`config.mk`:
```
export PLATFORM = sky130hd
export DESIGN_NAME = uart_tx_buffered
export DESIGN_NICKNAME = d
export VERILOG_FILES = /design/src/rtl/uart_pkg.sv /design/src/rtl/uart_tx_sync_fifo.sv /design/src/rtl/uart_tx_buffered.sv
export SDC_FILE = /design/constraint.sdc
export NUM_CORES = 1
export LEC_CHECK = 0
export ABC_AREA = 1
export BUFFER_PORTS_ARGS = -buffer_cell sky130_fd_sc_hd__buf_2
export CAP_MARGIN = 20
export CORE_ASPECT_RATIO = 1.25
export CORE_MARGIN = 1.5
export CORE_UTILIZATION = 41
export DETAILED_ROUTE_END_ITERATION = 8
export PLACE_DENSITY_LB_ADDON = 0.3
export SLEW_MARGIN = 20
export SYNTH_ARGS = -nofsm -noshare
export SYNTH_HDL_FRONTEND = slang
export SYNTH_HIERARCHICAL = 1
export SYNTH_SLANG_ARGS = --single-unit
```
`constraint.sdc`:
```
create_clock -name clk -period 7.1 [get_ports clk]
set_clock_uncertainty 0.15 [all_clocks]
set_input_delay 1.42 -clock clk [delete_from_list [all_inputs] [get_ports clk]]
set_output_delay 1.42 -clock clk [all_outputs]
set_load 0.02 [all_outputs]
```
`src/rtl/uart_pkg.sv`:
```
// uart_pkg: shared definitions for the UART transmit path.
//   - uart_tx_state_e : transmit FSM state encoding (3 bits)
//   - UART_DATA_W     : data bits per frame
//   - UART_IDLE_LEVEL : line level while no frame is in progress
package uart_pkg;

    localparam int unsigned UART_DATA_W  = 8;
    localparam int unsigned UART_STATE_W = 3;
    localparam logic        UART_IDLE_LEVEL = 1'b1;

    typedef enum logic [UART_STATE_W-1:0] {
        IDLE   = 3'd0,
        START  = 3'd1,
        DATA   = 3'd2,
        PARITY = 3'd3,
        STOP   = 3'd4
    } uart_tx_state_e;

endpackage

```
`src/rtl/uart_tx_sync_fifo.sv`:
```
// uart_tx_sync_fifo: single-clock FIFO built from a register array.
// Ports:
//   clk, rst_n       clock, asynchronous active-low reset
//   wr_en_i/wr_data_i push request and byte; dropped while full
//   rd_en_i          pop request; ignored while empty
//   rd_data_o        head entry (valid while empty_o=0), no write bypass
//   clr_overflow_i   clears the sticky overflow flag
//   full_o/empty_o/level_o/overflow_o  registered status
module uart_tx_sync_fifo #(
    parameter int unsigned FIFO_AW = 4,
    parameter int unsigned DATA_W  = 8
) (
    input  logic              clk,
    input  logic              rst_n,
    input  logic              wr_en_i,
    input  logic [DATA_W-1:0] wr_data_i,
    input  logic              rd_en_i,
    output logic [DATA_W-1:0] rd_data_o,
    input  logic              clr_overflow_i,
    output logic              full_o,
    output logic              empty_o,
    output logic [FIFO_AW:0]  level_o,
    output logic              overflow_o
);

    localparam int unsigned PTR_W = FIFO_AW + 1;
    localparam int unsigned DEPTH = 1 << FIFO_AW;

    logic [DATA_W-1:0] mem_q [DEPTH];
    logic [PTR_W-1:0]  wr_ptr_q, wr_ptr_d;
    logic [PTR_W-1:0]  rd_ptr_q, rd_ptr_d;
    logic [PTR_W-1:0]  level_q, level_d;
    logic              full_q, full_d;
    logic              empty_q, empty_d;
    logic              overflow_q, overflow_d;
    logic              push_ok, pop_ok;

    // Status is evaluated on registered flags, so a push into a full FIFO
    // is rejected even when a pop happens in the same cycle.
    always_comb begin
        push_ok    = wr_en_i && !full_q;
        pop_ok     = rd_en_i && !empty_q;
        wr_ptr_d   = wr_ptr_q + PTR_W'(push_ok);
        rd_ptr_d   = rd_ptr_q + PTR_W'(pop_ok);
        // Extra pointer MSB makes the difference span 0..DEPTH.
        level_d    = wr_ptr_d - rd_ptr_d;
        full_d     = (level_d == PTR_W'(DEPTH));
        empty_d    = (level_d == '0);
        overflow_d = overflow_q;
        if (clr_overflow_i) overflow_d = 1'b0;
        if (wr_en_i && full_q) overflow_d = 1'b1;
    end

    always_ff @(posedge clk or negedge rst_n) begin
        if (!rst_n) begin
            wr_ptr_q   <= '0;
            rd_ptr_q   <= '0;
            level_q    <= '0;
            full_q     <= 1'b0;
            empty_q    <= 1'b1;
            overflow_q <= 1'b0;
        end else begin
            wr_ptr_q   <= wr_ptr_d;
            rd_ptr_q   <= rd_ptr_d;
            level_q    <= level_d;
            full_q     <= full_d;
            empty_q    <= empty_d;
            overflow_q <= overflow_d;
        end
    end

    // Storage carries no reset; stale entries are unreachable once pointers clear.
    always_ff @(posedge clk) begin
        if (push_ok) mem_q[wr_ptr_q[FIFO_AW-1:0]] <= wr_data_i;
    end

    assign rd_data_o  = mem_q[rd_ptr_q[FIFO_AW-1:0]];
    assign full_o     = full_q;
    assign empty_o    = empty_q;
    assign level_o    = level_q;
    assign overflow_o = overflow_q;

endmodule

```
`src/rtl/uart_tx_buffered.sv`:
```
// uart_tx_buffered: buffered UART transmitter. Bytes pushed into a FIFO are
// serialized on txd, LSB first, 8N1 (8E1 when UART_TX_PARITY_EN is defined).
// Ports:
//   clk, rst_n          clock, asynchronous active-low reset
//   wr_en, wr_data      push request and byte
//   clr_overflow        clears the sticky overflow flag
//   full, empty, level  FIFO status
//   overflow            sticky: a push arrived while full
//   busy                frame in progress
//   tx_done             one-cycle pulse during the last clock of each stop bit
//   txd                 registered serial line, idles high
// Build option: `define UART_TX_PARITY_EN adds an even parity bit.
module uart_tx_buffered
    import uart_pkg::*;
#(
    parameter int unsigned BAUD_SET_COUNTER = 10516,
    parameter int unsigned FIFO_AW          = 4
) (
    input  logic                   clk,
    input  logic                   rst_n,
    input  logic                   wr_en,
    input  logic [UART_DATA_W-1:0] wr_data,
    input  logic                   clr_overflow,
    output logic                   full,
    output logic                   empty,
    output logic [FIFO_AW:0]       level,
    output logic                   overflow,
    output logic                   busy,
    output logic                   tx_done,
    output logic                   txd
);

    localparam int unsigned CNT_W = (BAUD_SET_COUNTER > 2) ? $clog2(BAUD_SET_COUNTER) : 1;
    localparam logic [CNT_W-1:0] BIT_LAST = CNT_W'(BAUD_SET_COUNTER - 1);
    // tx_done is registered, so it is armed one clock before the stop bit ends.
    localparam logic [CNT_W-1:0] DONE_ARM = CNT_W'(BAUD_SET_COUNTER - 2);
    localparam logic [2:0]       IDX_LAST = 3'(UART_DATA_W - 1);

    uart_tx_state_e         state_q, state_d;
    logic [CNT_W-1:0]       cnt_q, cnt_d;
    logic [2:0]             idx_q, idx_d;
    logic [UART_DATA_W-1:0] sh_q, sh_d;
    logic                   txd_q, txd_d;
    logic                   busy_q, busy_d;
    logic                   done_q, done_d;
`ifdef UART_TX_PARITY_EN
    logic                   par_q, par_d;
`endif
    logic                   pop_c, load_c, bit_end_c;
    logic [UART_DATA_W-1:0] fifo_rd_data;

    uart_tx_sync_fifo #(
        .FIFO_AW (FIFO_AW),
        .DATA_W  (UART_DATA_W)
    ) u_fifo (
        .clk            (clk),
        .rst_n          (rst_n),
        .wr_en_i        (wr_en),
        .wr_data_i      (wr_data),
        .rd_en_i        (pop_c),
        .rd_data_o      (fifo_rd_data),
        .clr_overflow_i (clr_overflow),
        .full_o         (full),
        .empty_o        (empty),
        .level_o        (level),
        .overflow_o     (overflow)
    );

    // Next-state: bit timing, shifting and frame sequencing.
    always_comb begin
        state_d   = state_q;
        cnt_d     = cnt_q;
        idx_d     = idx_q;
        sh_d      = sh_q;
        txd_d     = txd_q;
        busy_d    = busy_q;
        done_d    = 1'b0;
`ifdef UART_TX_PARITY_EN
        par_d     = par_q;
`endif
        pop_c     = 1'b0;
        load_c    = 1'b0;
        bit_end_c = (cnt_q == BIT_LAST);

        if (state_q != IDLE) cnt_d = bit_end_c ? '0 : cnt_q + CNT_W'(1);

        case (state_q)
            IDLE: begin
                if (!empty) load_c = 1'b1;
            end
            START: begin
                if (bit_end_c) begin
                    txd_d   = sh_q[0];
                    sh_d    = {1'b0, sh_q[UART_DATA_W-1:1]};
                    idx_d   = '0;
                    state_d = DATA;
                end
            end
            DATA: begin
                if (bit_end_c) begin
                    if (idx_q == IDX_LAST) begin
`ifdef UART_TX_PARITY_EN
                        txd_d   = par_q;
                        state_d = PARITY;
`else
                        txd_d   = UART_IDLE_LEVEL;
                        state_d = STOP;
`endif
                    end else begin
                        txd_d = sh_q[0];
                        sh_d  = {1'b0, sh_q[UART_DATA_W-1:1]};
                        idx_d = idx_q + 3'd1;
                    end
                end
            end
`ifdef UART_TX_PARITY_EN
            PARITY: begin
                if (bit_end_c) begin
                    txd_d   = UART_IDLE_LEVEL;
                    state_d = STOP;
                end
            end
`endif
            STOP: begin
                if (cnt_q == DONE_ARM) done_d = 1'b1;
                if (bit_end_c) begin
                    if (!empty) begin
                        load_c = 1'b1;
                    end else begin
                        busy_d  = 1'b0;
                        state_d = IDLE;
                    end
                end
            end
            default: begin
                txd_d   = UART_IDLE_LEVEL;
                busy_d  = 1'b0;
                state_d = IDLE;
            end
        endcase

        // Frame start shared by IDLE and back-to-back STOP.
        if (load_c) begin
            pop_c   = 1'b1;
            sh_d    = fifo_rd_data;
            txd_d   = 1'b0;
            busy_d  = 1'b1;
            cnt_d   = '0;
            state_d = START;
`ifdef UART_TX_PARITY_EN
            par_d   = ^fifo_rd_data;
`endif
        end
    end

    always_ff @(posedge clk or negedge rst_n) begin
        if (!rst_n) begin
            state_q <= IDLE;
            cnt_q   <= '0;
            idx_q   <= '0;
            sh_q    <= '0;
            txd_q   <= UART_IDLE_LEVEL;
            busy_q  <= 1'b0;
            done_q  <= 1'b0;
`ifdef UART_TX_PARITY_EN
            par_q   <= 1'b0;
`endif
        end else begin
            state_q <= state_d;
            cnt_q   <= cnt_d;
            idx_q   <= idx_d;
            sh_q    <= sh_d;
            txd_q   <= txd_d;
            busy_q  <= busy_d;
            done_q  <= done_d;
`ifdef UART_TX_PARITY_EN
            par_q   <= par_d;
`endif
        end
    end

    assign txd     = txd_q;
    assign busy    = busy_q;
    assign tx_done = done_q;

endmodule

```
# Word-level counts from Yosys, hierarchy flattened
# Memory sizes are Yosys's and may differ from the RTL's.
# Cells that the tools add are included.
# op_classes
addsub,5
n_mul,0
div,0
n_lt_le_gt_ge,0
n_eq_ne,19
shift,0
mux,38
n_bitwise,0
reduce_logical,19
# ops
operator,count
2-to-1 mux 14 bit,3
2-to-1 mux 8 bit,4
"equality test 14 bit, second input constant",2
2-to-1 mux 3 bit,9
2-to-1 mux 1 bit,16
one-hot mux 8 bit (2 select lines),1
"inequality test 3 bit, second input constant",5
"adder 14 x 1 -> 14 bit, second input constant",1
one-hot mux 3 bit (4 select lines),1
adder 5 x 1 -> 5 bit,2
"inequality test 2 bit, second input constant",4
AND reduction 4 bit,2
"equality test 3 bit, second input constant",2
one-hot mux 3 bit (2 select lines),1
AND reduction 3 bit,2
AND reduction 6 bit,1
nonzero test 2 bit,3
nonzero test 3 bit,2
"equality test 5 bit, second input constant",1
logical NOT 5 bit,1
subtractor 5 bit,1
"inequality test 2 x 1 -> 1 bit, second input constant",2
one-hot mux 1 bit (2 select lines),2
"adder 3 x 1 -> 3 bit, second input constant",1
other kinds (9),12
# word_totals
ff_bits,49
latch_bits,0
ramBits,128
romBits,0
in_bits,12
wordCells,95
mem_count,1
# memory_table
name,depth,word_bits,rd,rd_ports_with_merged_regs,wr,line,rtl
u_fifo.mem_q,16,8,1,0,1,uart_tx_sync_fifo.sv:29,logic [DATA_W-1:0] mem_q [DEPTH];

# Logic depth before layout (Yosys ltp)
# Gate-level depths: netlist of run 1.
# depth
ltp_word,8
ltp_mapped,21

# Hierarchy
# The synthesis of run 1 kept the hierarchy.
# by_module_without_submodules
mod,n_inst,cells_each,area_each_um2,seq_area_each_um2
uart_tx_sync_fifo,1,536,6114.6,4295.4
uart_tx_buffered,1,232,1761.7,777.0

# Worst setup path before layout of run 1
# Ideal clock, no wire load.
# synth_path
path_kind,input -> register
start,in wr_en
end,reg u_fifo.full_q (netlist: u_fifo/full_o)
setup_ns,0.072
arrival_time_ns,3.021
required_ns,6.878
path_slack_ns,3.857
cell_stages,11
cell_sequence,inv_1 nor2_1 ha_1 inv_1 ha_1 inv_1 fa_1 xor2_1 nor3_1 nand3_1 nor2_1
# synth_between
elab_chain_len,4
# synth_rtl
item,line,rtl
"start, declared",uart_tx_buffered.sv:21,"input logic wr_en,"
logical AND 1 bit,uart_tx_sync_fifo.sv:41,push_ok = wr_en_i && !full_q;
adder 5 x 1 -> 5 bit,uart_tx_sync_fifo.sv:43,wr_ptr_d = wr_ptr_q + PTR_W'(push_ok);
via u_fifo.wr_ptr_d[0],uart_tx_sync_fifo.sv:30,"logic [PTR_W-1:0] wr_ptr_q, wr_ptr_d;"
subtractor 5 bit,uart_tx_sync_fifo.sv:46,level_d = wr_ptr_d - rd_ptr_d;
via u_fifo.level_d[2],uart_tx_sync_fifo.sv:32,"logic [PTR_W-1:0] level_q, level_d;"
equality test 5 bit,uart_tx_sync_fifo.sv:47,full_d = (level_d == PTR_W'(DEPTH));
via u_fifo.full_d,uart_tx_sync_fifo.sv:33,"logic full_q, full_d;"
"end signal, assigned",uart_tx_sync_fifo.sv:66,full_q <= full_d;
"end, declared",uart_tx_sync_fifo.sv:33,
# The timed path passes the listed nets, and every way through them passes these cells.
# A chain may end at the register's enable or synchronous reset.

# Worst setup path in the final report of run 1
# layout_path
start,reg cnt_q[1]
end,reg u_fifo.full_q (netlist: u_fifo/full_o)
# layout_between
elab_chain_len,8
# layout_rtl
item,line,rtl
"start, declared",uart_tx_buffered.sv:40,"logic [CNT_W-1:0] cnt_q, cnt_d;"
"start signal, assigned",uart_tx_buffered.sv:170,cnt_q <= cnt_d;
equality test 14 bit,uart_tx_buffered.sv:83,bit_end_c = (cnt_q == BIT_LAST);
2-to-1 mux 1 bit,uart_tx_buffered.sv:126,if (bit_end_c) begin
one-hot mux 1 bit (2 select lines),uart_tx_buffered.sv:87,case (state_q)
2-to-1 mux 1 bit,uart_tx_buffered.sv:143,if (load_c) begin
logical AND 1 bit,uart_tx_sync_fifo.sv:42,pop_ok = rd_en_i && !empty_q;
adder 5 x 1 -> 5 bit,uart_tx_sync_fifo.sv:44,rd_ptr_d = rd_ptr_q + PTR_W'(pop_ok);
via u_fifo.rd_ptr_d[2],uart_tx_sync_fifo.sv:31,"logic [PTR_W-1:0] rd_ptr_q, rd_ptr_d;"
subtractor 5 bit,uart_tx_sync_fifo.sv:46,
equality test 5 bit,uart_tx_sync_fifo.sv:47,
via u_fifo.full_d,uart_tx_sync_fifo.sv:33,
# The timed path passes the listed nets, and every way through them passes these cells.

==> results.txt, run 1 <==
Post-synthesis mux area share: 0
Worst Hold Class: register to register
Clock share of power: 0.363
Post-route clock period utilization: 0.4794
Grt met2 use: 0.2974
P_int: 1.847 mW
Main synth FF type: edfxtp_1
Vias in the first global route: 5,093
GR Layer Usage met1: 0.2164
Dpl cell area: 8125 µm²
Setup TNS: 0 ps
R2r startpoint: cnt_q[1]
Die ar.: 20,060 µm²
Crit path kind: register to register
WP data required: 7300 ps
Post-synthesis compound-gate area fraction: 0.06974
Worst-Skew Late Latency: 430 ps
Pin count of the biggest net entering global routing: 67
Die span in y: 158.0 µm
Status: finished clean
Simple-Gate Fraction of Synth Area: 0.2048
Startpoint Class: register
IO Port Bufs: 22
GR peak layer: met2
# clock sinks: 177
Post-Synthesis Cell Area: 7876 µm²
TritonCTS clock tree: yes
Cells after Synth: 768
Largest cells by area after synthesis: edfxtp_1, dfrtp_1, nand2_1
HPWL after detailed placement: 10.08 mm
Synth Area in Adders: 0.02160
Worst Path Arrival: 3610 ps
Clk buf depth: 2
Setup Buffers After CTS: 0
Async set-reset flop share out of synthesis: 0.2768
Tot Pwr: 2.583 mW
Via Count: 5,210
Synth area leader: edfxtp_1
Synth Area in XOR/XNOR: 0.01112
Routed Wire Length: 16.27 mm
Min cycle time layout: 3404 ps
Logic pwr share: 0.136
Max cap viols: 0
Post-synth top area share: 0.4880
R2r setup slk: 3700 ps
Routability cong.: 0.7930
Clock root cell: clkbuf_16
Post-DRT Antenna Nets: 0
CP Max Fanout: 14
Power per Cell Area: 296.3 nW/µm²
Warnings, synthesis: 6
Final count of hold timing violations: 0
Starting Density: 0.4194
DR vias/cell: 5.053
Hold-fix buffers, CTS: 0
DRT Pass-1 Iters: 4
Layout cells sized above 1: 0.1039
Area growth, synth to finish: 10.68%
Row cnt: 56
I/O pin total: 23
Slew @ Worst Pin: 900.9 ps
Global-route usage over all layers: 0.1730
Placed cell count: 999
Maximum vdd ir drop: 0.0001671 V
GR Layer Usage met3: 0.03988
Sw Share: 0.2850
RSZ-0062 raised after global routing: no
Largest family of logic cells by synthesized area: simple AND/OR/NAND/NOR gates
Slew margin rel.: 0.3994
DR DRC count: 0
Most frequent cells after synthesis: nand2_1, nor2_1, edfxtp_1
CTS Buf Count: 17
Initial antenna violation count: 0
Leak pwr: 3.493 nW
GRT overflow: 0
H-Tree Depth: 4
Cts repair resizes: 0
Nets: 811
Most common cell in the netlist: nand2_1
Worst Setup EP: u_fifo/full_o
Cells on worst reg2reg path: 18
Final Non-Filler Cells: 1,031
Final Cell Area: 8717 µm²
Routed WL per cell: 15.78 µm
Post-Syn Area per Cell: 10.26 µm²
Max-slew violation count: 0
Core Box Area: 18,780 µm²
Setup violators final: 0
Post-synth EDFFs: 128
Crit. End Element: register
Sequential fraction of the synthesis area: 0.6440
Highest Clock Rate: 293.8 MHz
Worst-path clk slew: 70 ps
P_sw: 0.7362 mW
Antenna fix cells: 0
Sequential power share: 0.501
Setup crit start: cnt_q[1]
First-pass GRT wire length: 26.19 mm
Syn_nets: 793
R2r endpoint: u_fifo/full_o
Detailed Route Iter0 Violations: 422
Die W: 127.0 µm
Flops & latches, synth: 177
Unique masters post-synth: 39
layout make-up:
class | count | area [µm²]
Clock buffer | 17 | 425.4
Clock inverter | 15 | 165.2
Fill cell | 1760 | 10060
Inverter | 55 | 210.2
Multi-Input combinational cell | 510 | 2420
Sequential cell | 177 | 5074
Tap cell | 232 | 290.3
Timing Repair Buffer | 25 | 132.6
kinds of logic after synthesis:
family / after synthesis
flip-flops: 177
adder cells (fa/ha/maj): 13
XOR/XNOR: 10
buffers and inverters: 81
AO/OA/AOI/OAI: 98
AND/OR/NAND/NOR: 389
metal layers:
metal	vias to the layer above	share of wire
met5	-	0
met4	0	0.011
met3	10	0.043
met2	99	0.51
met1	2491	0.44
li1	2610	-
flip-flops by register name (all words and copies together) (netlist names):
register	flops
u_fifo/rd_ptr_q	5
txd	1
u_fifo/level_o	5
busy	1
state_q	3
u_fifo/empty_o	1
tx_done	1
u_fifo/mem_q	128
u_fifo/wr_ptr_q	5
sh_q	8
idx_q	3
u_fifo/overflow_o	1
u_fifo/full_o	1
cnt_q	14
power groups by stage:
stage	sequential (mW)	clock, mW	combinational, mW
3_3_place_gp	1.31	0	0.350
4_1_cts	1.29	0.958	0.356
3_5_place_dp	1.32	0	0.355
6_report	1.29	0.938	0.350
2_1_floorplan	1.32	0	0.228
5_1_grt	1.31	1.00	0.398
stage by stage:
stage	utilization	setup WS, ps	hold WS (ps)
2_1_floorplan	-	3857	286.7
3_3_place_gp	0.4327	3558	299.3
3_5_place_dp	0.4327	3456	304.1
4_1_cts	0.4642	3672	321.5
5_1_grt	0.4642	3392	353.6
6_report	0.4642	3696	319.0
worst min path at each step:
stage | from | to | slack [ps] | depth (start not counted)
6_report | sh_q[0] | sh_q[0] | 320 | 2
5_1_grt | sh_q[6] | sh_q[6] | 350 | 2
4_1_cts | sh_q[0] | sh_q[0] | 320 | 2
3_5_place_dp | sh_q[0] | sh_q[0] | 300 | 2
3_3_place_gp | sh_q[0] | sh_q[0] | 300 | 2
2_1_floorplan | sh_q[0] | sh_q[0] | 290 | 2
critical path, cell delays in order, from the launching register on:
cell and delay [ps]:
dfrtp_1 410, ha_1 220, nand2_1 110, nor2_4 50, nand2_4 140, nand2_4 70
nand2_4 160, clkinv_1 230, inv_1 100, nor2_1 40, ha_1 190, ha_1 240
xor2_1 200, inv_1 70, ha_1 350, a21oi_1 190, a21o_1 160, nand3_1 110
nor2_1 130
placed cells by master, fill, tap and decap left out, types with 10 or more instances in the layout:
cell type,netlist,layout
inv_1,46,46
buf_2,11,22
o21ai_1,30,30
ha_1,12,12
nand3_1,41,41
xor2_1,10,10
clkbuf_16,0,17
o21ai_0,43,43
nor2_1,157,157
dfrtp_1,47,46
edfxtp_1,128,128
nand2_1,158,158
Power figures use the tool's default switching activity.
==> run 2: changes to the inputs <==
--- a/config.mk
+++ b/config.mk
@@ -5,7 +5,7 @@
 export SDC_FILE = /design/constraint.sdc
 export NUM_CORES = 1
 export LEC_CHECK = 0
-export ABC_AREA = 1
+export ABC_AREA = 0
 export BUFFER_PORTS_ARGS = -buffer_cell sky130_fd_sc_hd__buf_2
 export CAP_MARGIN = 20
 export CORE_ASPECT_RATIO = 1.25
==> constraint.sdc (replaced) <==
create_clock -name clk -period 3 [get_ports clk]
set_clock_uncertainty 0.15 [all_clocks]
set_input_delay 0.6 -clock clk [delete_from_list [all_inputs] [get_ports clk]]
set_output_delay 0.6 -clock clk [all_outputs]
set_load 0.02 [all_outputs]
==> results.txt, run 2 <==
Area growth, synth to finish: 19.67%
Power per Cell Area: 725.2 nW/µm² (+140%)
Starting Density: 0.4228 (+0.003361)
Final count of hold timing violations: 0 (unchanged)
Most common cell in the netlist: edfxtp_1
Worst setup margin: -37.86 ps (-3734 ps)
Largest register FFs: 128 (unchanged)
Post-route clock period utilization: 1.013 (+0.5332)
Post-Synthesis Cell Area: 7456 µm² (-5.3%)
Violations in the final reports: setup timing
P_int: 4.671 mW (+150%)
DR DRC count: 0 (unchanged)
Setup violators final: 1 (+1)
Warnings, synthesis: 6 (unchanged)
Row cnt: 54 (-3.6%)
Clock root cell: clkbuf_16
Global-route usage over all layers: 0.1603 (-0.01262)
Worst Hold Class: input pin to asynchronous set/reset pin
TritonCTS clock tree: yes
First-pass GRT wire length: 22.89 mm (-13%)
Sequential power share: 0.469 (-0.032)
Via Count: 4,145 (-20%)
Hold-fix buffers, CTS: 0 (unchanged)
Largest cells by area after synthesis: edfxtp_1, dfrtp_1, mux4_2
Antenna fix cells: 0 (unchanged)
Worst Path Arrival: 3190 ps (-420 ps)
Routed Wire Length: 14.02 mm (-14%)
Unique masters post-synth: 60 (+54%)
Post-synth EDFFs: 128 (unchanged)
Slowest stage cell, crit path: dfrtp_1
Post-synth top area share: 0.5155 (+0.02752)
Sw Share: 0.2780 (-0.006953)
DRT Pass-1 Iters: 4 (unchanged)
Tot Pwr: 6.471 mW (+150%)
Syn_nets: 483 (-39%)
Layout cells sized above 1: 0.3321 (+0.2282)
GRT overflow: 0 (unchanged)
H-Tree Depth: 4 (unchanged)
Initial antenna violation count: 0 (unchanged)
WP data required: 3150 ps (-4150 ps)
Worst-path clk slew: 70 ps (about the same)
Post-DRT Antenna Nets: 0 (unchanged)
Logic pwr share: 0.196 (+0.060)
Fin util: 0.5060 (+0.04174)
Routed WL per cell: 18.16 µm (+15%)
Setup TNS: -37.86 ps (-37.86 ps)
# clock sinks: 177 (unchanged)
Crit path kind: register to register
CTS Buf Count: 17 (unchanged)
Startpoint Class: register
CP peak stage delay: 400 ps (about the same)
Pin count of the biggest net entering global routing: 33 (-51%)
Synth area leader: edfxtp_1
Final Non-Filler Cells: 772 (-25%)
Async set-reset flop share out of synthesis: 0.2768 (unchanged)
Die span in y: 153.8 µm (-2.7%)
Max-slew violation count: 0 (unchanged)
IO Port Bufs: 22 (unchanged)
Placed cell count: 735 (-26%)
I/O pin total: 23 (unchanged)
Sequential fraction of the synthesis area: 0.6803 (+0.03631)
Die ar.: 19,010 µm² (-5.2%)
Die W: 123.6 µm (-2.6%)
Maximum vdd ir drop: 0.0004802 V (+190%)
Min cycle time layout: 3038 ps (-366.2 ps)
Detailed Route Iter0 Violations: 343 (-19%)
Vias in the first global route: 4,381 (-14%)
Post-Syn Area per Cell: 16.28 µm² (+59%)
Most frequent cells after synthesis: edfxtp_1, dfrtp_1, mux4_2
Commonest non-fill, non-tap cell in the layout: edfxtp_1
Crit. End Element: register
Slew margin rel.: 0.2996 (-0.09980)
Main synth FF type: edfxtp_1
Max cap viols: 0 (unchanged)
Flops & latches, synth: 177 (unchanged)
Final Hold Slack: 7.507 ps (-311.5 ps)
Routability cong.: 0.7648 (-3.6%)
Leak pwr: 3.235 nW (-7.4%)
Worst-Skew Late Latency: 430 ps (about the same)
Slew @ Worst Pin: 1051 ps (+149.7 ps)
Clk buf depth: 2 (unchanged)
Cells along the critical path: nor4b_4 > nand4_4 > a21oi_2 > nor2b_4 > ha_4 > ha_4 > inv_2 > fa_2 > a21o_1 > a21oi_2 > xor3_2 > nor4b_4
HPWL after detailed placement: 9.600 mm (-4.8%)
Status: finished, violations left
Core Box Area: 17,630 µm² (-6.1%)
Clock share of power: 0.336 (-0.027)
Most frequent cells in the layout: edfxtp_1, buf_4, dfrtp_1, mux4_2, nor2_1
Nets: 560 (-31%)
DR vias/cell: 5.369 (+6.2%)
P_sw: 1.799 mW (+140%)
Highest Clock Rate: 329.2 MHz (+12%)
Cells after Synth: 458 (-40%)
RSZ-0062 raised after global routing: yes
CP Max Fanout: 3 (-11)
## run 2: changes by cell type after synthesis, moves of 30 or more
cell / delta
nand2_1: -138
o21ai_1: -30
nor2_1: -131
inv_1: -31
o21ai_0: -32
mux4_2: +32
## run 2: repair_timing
| action | CTS | global route |
|---|---|---|
| endpoints found under the hold margin | 0 | 0 |
| pin swaps | 9 | 7 |
| setup buffers | 4 | 1 |
| endpoints found under the setup margin | 4 | 5 |
| resized for setup | 6 | 7 |
## run 2: through the flow
| stage | instance area [µm²] | setup WS, ps |
|---|---|---|
| floorplan | 7538 | -88.62 |
| global placement | 8200 | -82.05 |
| detailed placement | 8200 | -199.6 |
| CTS | 8861 | -44.02 |
| global route | 8922 | -156.8 |
| finish | 8922 | -37.86 |
## run 2: kinds of logic after synthesis
kind of cell	Yosys count	synth area share
XOR/XNOR	15	0.02181
AND/OR/NAND/NOR	116	0.09163
buffers and inverters	35	0.02181
adder cells (fa/ha/maj)	13	0.02282
flip-flops	177	0.6803
multiplexers	34	0.09951
AO/OA/AOI/OAI	68	0.06209
## run 2: final timing paths
path	start	end	slack, ps	cells after the start
setup / recovery	cnt_q[3]	u_fifo/full_o	-40	12
hold / removal	rst_n	u_fifo/wr_ptr_q[3]	8	2
setup reg to reg	cnt_q[3]	u_fifo/full_o	-40	12
hold reg to reg	sh_q[6]	sh_q[6]	360	1
max in group asynchronous	rst_n	txd	2370	2
min in group clk	clr_overflow	u_fifo/overflow_o	200	2
## run 2: worst max-delay path, delay by kind of cell, from the launching register on
family                   cells  cell delay (ps)
AO/OA/AOI/OAI                3              500
flip-flops                   1              400
XOR/XNOR                     1              300
adder cells (fa/ha/maj)      3              650
buffers and inverters        1               30
AND/OR/NAND/NOR              4              870
## run 2: cell type report
class / instances / area, µm²
clock buffers: 18 / 429.2
multi-input cells: 246 / 2369
inverters: 15 / 56.30
repair buffers: 78 / 546.8
well taps: 224 / 280.3
fillers: 1425 / 8712
clock inverters: 14 / 166.4
flip-flops and latches: 177 / 5075
## run 2: power groups by stage
stage | sequential [mW] | combinational, mW | clock (mW)
after floorplan | 3.11 | 0.649 | 0
final | 3.03 | 1.27 | 2.17
after global routing | 3.06 | 1.38 | 2.33
after CTS | 3.03 | 1.18 | 2.22
after global placement | 3.07 | 1.10 | 0
after detailed placement | 3.09 | 1.13 | 0
## run 2: layer usage
| layer | track usage | vias to the layer above | part of all wire |
|---|---|---|---|
| li1 | - | 1939 | - |
| met1 | 0.2013 | 2111 | 0.42 |
| met2 | 0.2728 | 85 | 0.54 |
| met3 | 0.03783 | 10 | 0.032 |
| met4 | 0.05036 | 0 | 0.0088 |
| met5 | 0 | - | 0 |
